File: config.mk
export PLATFORM = sky130hd
export DESIGN_NAME = fetch_instr
export DESIGN_NICKNAME = d
export VERILOG_FILES = /design/src/rtl/fetch_instr.sv
export SDC_FILE = /design/constraint.sdc
export NUM_CORES = 1
export LEC_CHECK = 0
export ABC_AREA = 1
export CAP_MARGIN = 10
export CORE_UTILIZATION = 38
export DETAILED_ROUTE_END_ITERATION = 12
export PLACE_DENSITY = 0.75
export SLEW_MARGIN = 20
export SYNTH_ARGS = -nofsm -noshare
export SYNTH_HDL_FRONTEND = slang
export SYNTH_SLANG_ARGS = --single-unit
File: constraint.sdc
create_clock -name clk -period 1.5 [get_ports clk]
set_clock_uncertainty 0.15 [all_clocks]
set_input_delay 0.3 -clock clk [delete_from_list [all_inputs] [get_ports clk]]
set_output_delay 0.3 -clock clk [all_outputs]
set_load 0.1 [all_outputs]
File: src/rtl/fetch_instr.sv
// Instruction fetch stage: reads one word per request from instruction
// memory and holds it for the decoder under a valid/ready handshake.
module fetch_instr (
  input  logic        clk,
  input  logic        rst_n,
  input  logic        start,
  input  logic        halt,
  input  logic        jump,
  input  logic [4:0]  jump_addr,
  output logic        mem_rd,
  output logic [4:0]  mem_addr,
  input  logic        mem_ack,
  input  logic [23:0] mem_data,
  output logic [23:0] instrucao,
  output logic        instr_valid,
  input  logic        instr_ready,
  output logic [4:0]  pc
);

  typedef enum logic [1:0] {
    IDLE,
    FETCH,
    HOLD
  } state_t;

  state_t     state;
  logic [4:0] redirect;

  // Target for the next fetch when a jump may be honoured
  assign redirect = jump ? jump_addr : pc;

  always_ff @(posedge clk or negedge rst_n) begin
    if (!rst_n) begin
      state       <= IDLE;
      pc          <= 5'd0;
      mem_rd      <= 1'b0;
      mem_addr    <= 5'd0;
      instrucao   <= 24'd0;
      instr_valid <= 1'b0;
    end else begin
      unique case (state)
        IDLE: begin
          pc <= redirect;
          if (start) begin
            state    <= FETCH;
            mem_rd   <= 1'b1;
            mem_addr <= redirect;
          end
        end
        FETCH: begin
          if (mem_ack && mem_rd) begin
            instrucao   <= mem_data;
            instr_valid <= 1'b1;
            mem_rd      <= 1'b0;
            pc          <= pc + 5'd1;
            state       <= HOLD;
          end
        end
        HOLD: begin
          if (instr_ready && instr_valid) begin
            instr_valid <= 1'b0;
            pc          <= redirect;
            if (halt) begin
              state <= IDLE;
            end else begin
              state    <= FETCH;
              mem_rd   <= 1'b1;
              mem_addr <= redirect;
            end
          end
        end
        default: state <= IDLE;
      endcase
    end
  end

endmodule
==> insert_results.sql <==
INSERT INTO impl_metrics (metric_group, metric, value, unit) VALUES
('grt', 'via_count_of_the_first_global_routing_pass', '1675', ''),
('worst_setup_path', 'critical-path-max-stage-delay', '0.49', 'ns'),
('logic_synthesis', 'sequential_share_of_the_synthesized_area', '54.3', '%'),
('sta', 'rsz_0062_raised_after_global_routing', 'true', ''),
('sta', 'post-route-worst-setup-slack', '-0.0157', 'ns'),
('worst_setup_path', 'timing.critical_path.buf_inv', '2', ''),
('logic_synthesis', 'synthesis.yosys.warnings', '0', ''),
('worst_setup_path', 'crit_family', 'flip-flops', ''),
('grt', 'grt_overflow', '0', ''),
('sta', 'fmax', '660', 'MHz'),
('worst_setup_path', 'reg2reg_slack', '0.03', 'ns'),
('logic_synthesis', 'syn-cell-area', '0.00175', 'mm2'),
('grt', 'grt_max_degree', '39', ''),
('logic_synthesis', 'synth_cell_type_count', '20', ''),
('logic_synthesis', 'netlist_top_cells_area', 'sky130_fd_sc_hd__dfrtp_1, sky130_fd_sc_hd__nand2_1, sky130_fd_sc_hd__nand3_1', ''),
('worst_setup_path', 'timing.critical_path.fanout_max', '2', ''),
('clock_network', 'tritoncts.num_buffers', '5', ''),
('worst_setup_path', 'cp_cell_sequence', 'buf_6, buf_12', ''),
('sta', 'min_period', '1.52', 'ns'),
('sta', 'slew_headroom', '82.4', '%'),
('route', 'routed_via_density', '4.96', ''),
('pwr', 'internal-power', '1.48', 'mW'),
('sta', 'finalCritPeriodShare', '101', '%'),
('hold_path', 'timing.hold.worst.class', 'in2async', ''),
('cells_and_area', 'num-fill-cells', '322', ''),
('route', 'postRouteWirelength', '4780', 'um'),
('grt', 'antenna_found_initial', '0', ''),
('floorplan', 'io_pins', '72', ''),
('worst_setup_path', 'critPathKind', 'reg2out', ''),
('sta', 'worst-slew-pin-transition', '0.263', 'ns'),
('floorplan', 'placementRows', '24', ''),
('worst_setup_path', 'crit_required', '1.05', 'ns'),
('cells_and_area', 'final_net_count', '335', ''),
('sta', 'final_hold_viol_count', '0', ''),
('clock_network', 'cts-htree-levels', '2', ''),
('pwr', 'switching_share_of_power', '21.5', '%'),
('sta', 'setup-violations-final', '1', ''),
('worst_setup_path', 'timing.critical_path.arrival', '1.07', 'ns'),
('clock_network', 'tritoncts', 'yes', ''),
('logic_synthesis', 'syn-mean-instance-area', '8.19', 'um2'),
('floorplan', 'placeableCoreArea', '0.00438', 'mm2'),
('worst_setup_path', 'r2r-start', 'pc[1]', ''),
('status', 'violations', 'setup timing', ''),
('floorplan', 'die_area', '0.00489', 'mm2'),
('logic_synthesis', 'synth_top_cell_by_area', 'sky130_fd_sc_hd__dfrtp_1', ''),
('clock_network', 'clock-sinks', '38', ''),
('cells_and_area', 'final_cells', '351', ''),
('pwr', 'p_per_cell_area', '607', 'mW/mm2'),
('pwr', 'max-vdd-ir-drop', '475', 'uV'),
('placement', 'placement.io_buffers', '71', ''),
('cells_and_area', 'final_layout_size_suffix_gt1_share', '26.8', '%'),
('clock_network', 'clock_insertion_delay_worst_skew', '0.29', 'ns'),
('clock_network', 'cts_buffer_depth', '2', ''),
('placement', 'gpl.final_weighted_congestion', '0.953', ''),
('status', 'outcome', 'finished with violations', ''),
('floorplan', 'chipHeight', '69.9', 'um'),
('cells_and_area', 'insertedDiodeCount', '0', ''),
('cells_and_area', 'growth_of_design_area_from_synthesis_to_finish', '77.7', '%'),
('route', 'detail_route.first_pass.iterations', '5', ''),
('floorplan', 'floorplan.die.width', '69.9', 'um'),
('logic_synthesis', 'synth_cells', '214', ''),
('placement', 'place.detailed.instances', '341', ''),
('grt', 'wire_length_of_the_first_global_routing_pass', '7870', 'um'),
('placement', 'dp_hpwl', '3420', 'um'),
('route', 'wire_per_inst', '13.6', 'um'),
('pwr', 'comb_power_share', '7.3', '%'),
('worst_setup_path', 'crit_slowest_cell', 'sky130_fd_sc_hd__dfrtp_4', ''),
('worst_setup_path', 'worstReg2RegEnd', 'pc[4]', ''),
('route', 'total_drc_errors_in_the_routed_layout', '0', ''),
('run', 'cap_viol_max_count', '0', ''),
('pwr', 'seq_power_share', '54.1', '%');
worst max-delay path by stage:
stage | from | to | slack [ns] | depth (start not counted)
after global routing | pc[0] | pc[0] | -0.04 | 2
final | pc[0] | pc[0] | -0.02 | 2
after detailed placement | jump | pc[3] | -0.18 | 5
after global placement | jump | mem_addr[4] | -0.09 | 5
after CTS | pc[0] | pc[0] | -0.03 | 2
after floorplan | pc[0] | pc[2] | -0.08 | 6
area by class of cell:
cell class / count / area [um2] / area share [%]
Timing Repair Buffer: 86 / 1220 / 39.3
Tap cell: 52 / 65.1 / 2.09
Sequential cell: 38 / 972 / 31.2
Clock buffer: 6 / 82.6 / 2.65
Clock inverter: 2 / 12.5 / 0.402
Inverter: 12 / 45.0 / 1.45
Multi-Input combinational cell: 155 / 713 / 22.9
tightest hold or removal path, stage by stage:
cell                            delay [ns]
sky130_fd_sc_hd__dlygate4sd3_1        0.52
sky130_fd_sc_hd__buf_2                0.12
sky130_fd_sc_hd__buf_12               0.21
metrics by stage:
| stage | cell area, um2 | util, % | TNS, ns | hold WS, ns | setup WS (ns) |
|---|---|---|---|---|---|
| final | 3110 | 71.0 | -0.0157 | 0.359 | -0.0157 |
| after global routing | 3110 | 71.0 | -0.0437 | 0.392 | -0.0437 |
| after CTS | 3100 | 70.7 | -0.0314 | 0.356 | -0.0314 |
| after detailed placement | 2990 | 68.2 | -2.16 | 0.131 | -0.179 |
| after global placement | 2990 | 68.2 | -1.61 | 0.132 | -0.0891 |
| after floorplan | 1790 | - | -0.0794 | -0.146 | -0.0794 |
layer usage:
metal,track usage [%],wire length [um]
met4,9.56,141
met3,3.90,211
met2,34.7,2460
met1,25.7,1960
met5,0,0
power groups by stage:
stage	combinational [mW]	clock [mW]	sequential, mW
floorplan	0.0110	0	1.04
finish	0.137	0.730	1.02
CTS	0.138	0.747	1.02
detailed placement	0.135	0	1.04
global placement	0.134	0	1.04
global route	0.148	0.788	1.02
cells by family (layout without fill, tap and decap cells):
logic type | count (synthesis) | after routing | share of synthesized area, %
simple gates | 145 | 145 | 35.6
buf+inv | 21 | 106 | 6.28
fa+ha+maj | 1 | 1 | 0.714
compound gates | 9 | 9 | 3.07
flops | 38 | 38 | 54.3
layout by cell type (no fill, tap or decap), drive strengths merged:
master         synthesis  final
clkinv                 0      1
nand3                 43     43
o21ai                  6      6
inv                   12     12
o211ai                 2      2
ha                     1      1
nor3                   1      1
clkbuf                 2      6
nand2                 96     96
nand4                  2      2
a21oi                  1      1
dlygate4sd3            0      1
clkdlybuf4s50          0     34
clkinvlp               0      1
nor2                   2      2
dfrtp                 38     38
or2                    1      1
buf                    7     51
cells in the mapped netlist:
| cell type | n |
|---|---|
| sky130_fd_sc_hd__a21oi_2 | 1 |
| sky130_fd_sc_hd__buf_2 | 3 |
| sky130_fd_sc_hd__buf_4 | 1 |
| sky130_fd_sc_hd__buf_6 | 3 |
| sky130_fd_sc_hd__clkbuf_1 | 1 |
| sky130_fd_sc_hd__clkbuf_2 | 1 |
| sky130_fd_sc_hd__dfrtp_1 | 38 |
| sky130_fd_sc_hd__ha_1 | 1 |
| sky130_fd_sc_hd__inv_1 | 8 |
| sky130_fd_sc_hd__inv_2 | 4 |
| sky130_fd_sc_hd__nand2_1 | 92 |
| sky130_fd_sc_hd__nand2_2 | 4 |
| sky130_fd_sc_hd__nand3_1 | 43 |
| sky130_fd_sc_hd__nand4_1 | 2 |
| sky130_fd_sc_hd__nor2_1 | 1 |
| sky130_fd_sc_hd__nor2_4 | 1 |
| sky130_fd_sc_hd__nor3_1 | 1 |
| sky130_fd_sc_hd__o211ai_1 | 2 |
| sky130_fd_sc_hd__o21ai_0 | 6 |
| sky130_fd_sc_hd__or2_2 | 1 |
what timing repair did:
item / 4_1_cts / 5_1_grt
buffers inserted: 1 / 1
setup endpoints to repair: 2 / 3
cloned: 0 / 0
resized for setup: 1 / 3
endpoints found under the hold margin: 38 / 0
pin swaps: 0 / 1
hold buffers: 1 / 0
sequential cells by signal, indices dropped and copies added (netlist names):
register,cells
pc,5
mem_addr,5
state,2
instr_valid,1
instrucao,24
mem_rd,1
Power figures use the tool's default switching activity.
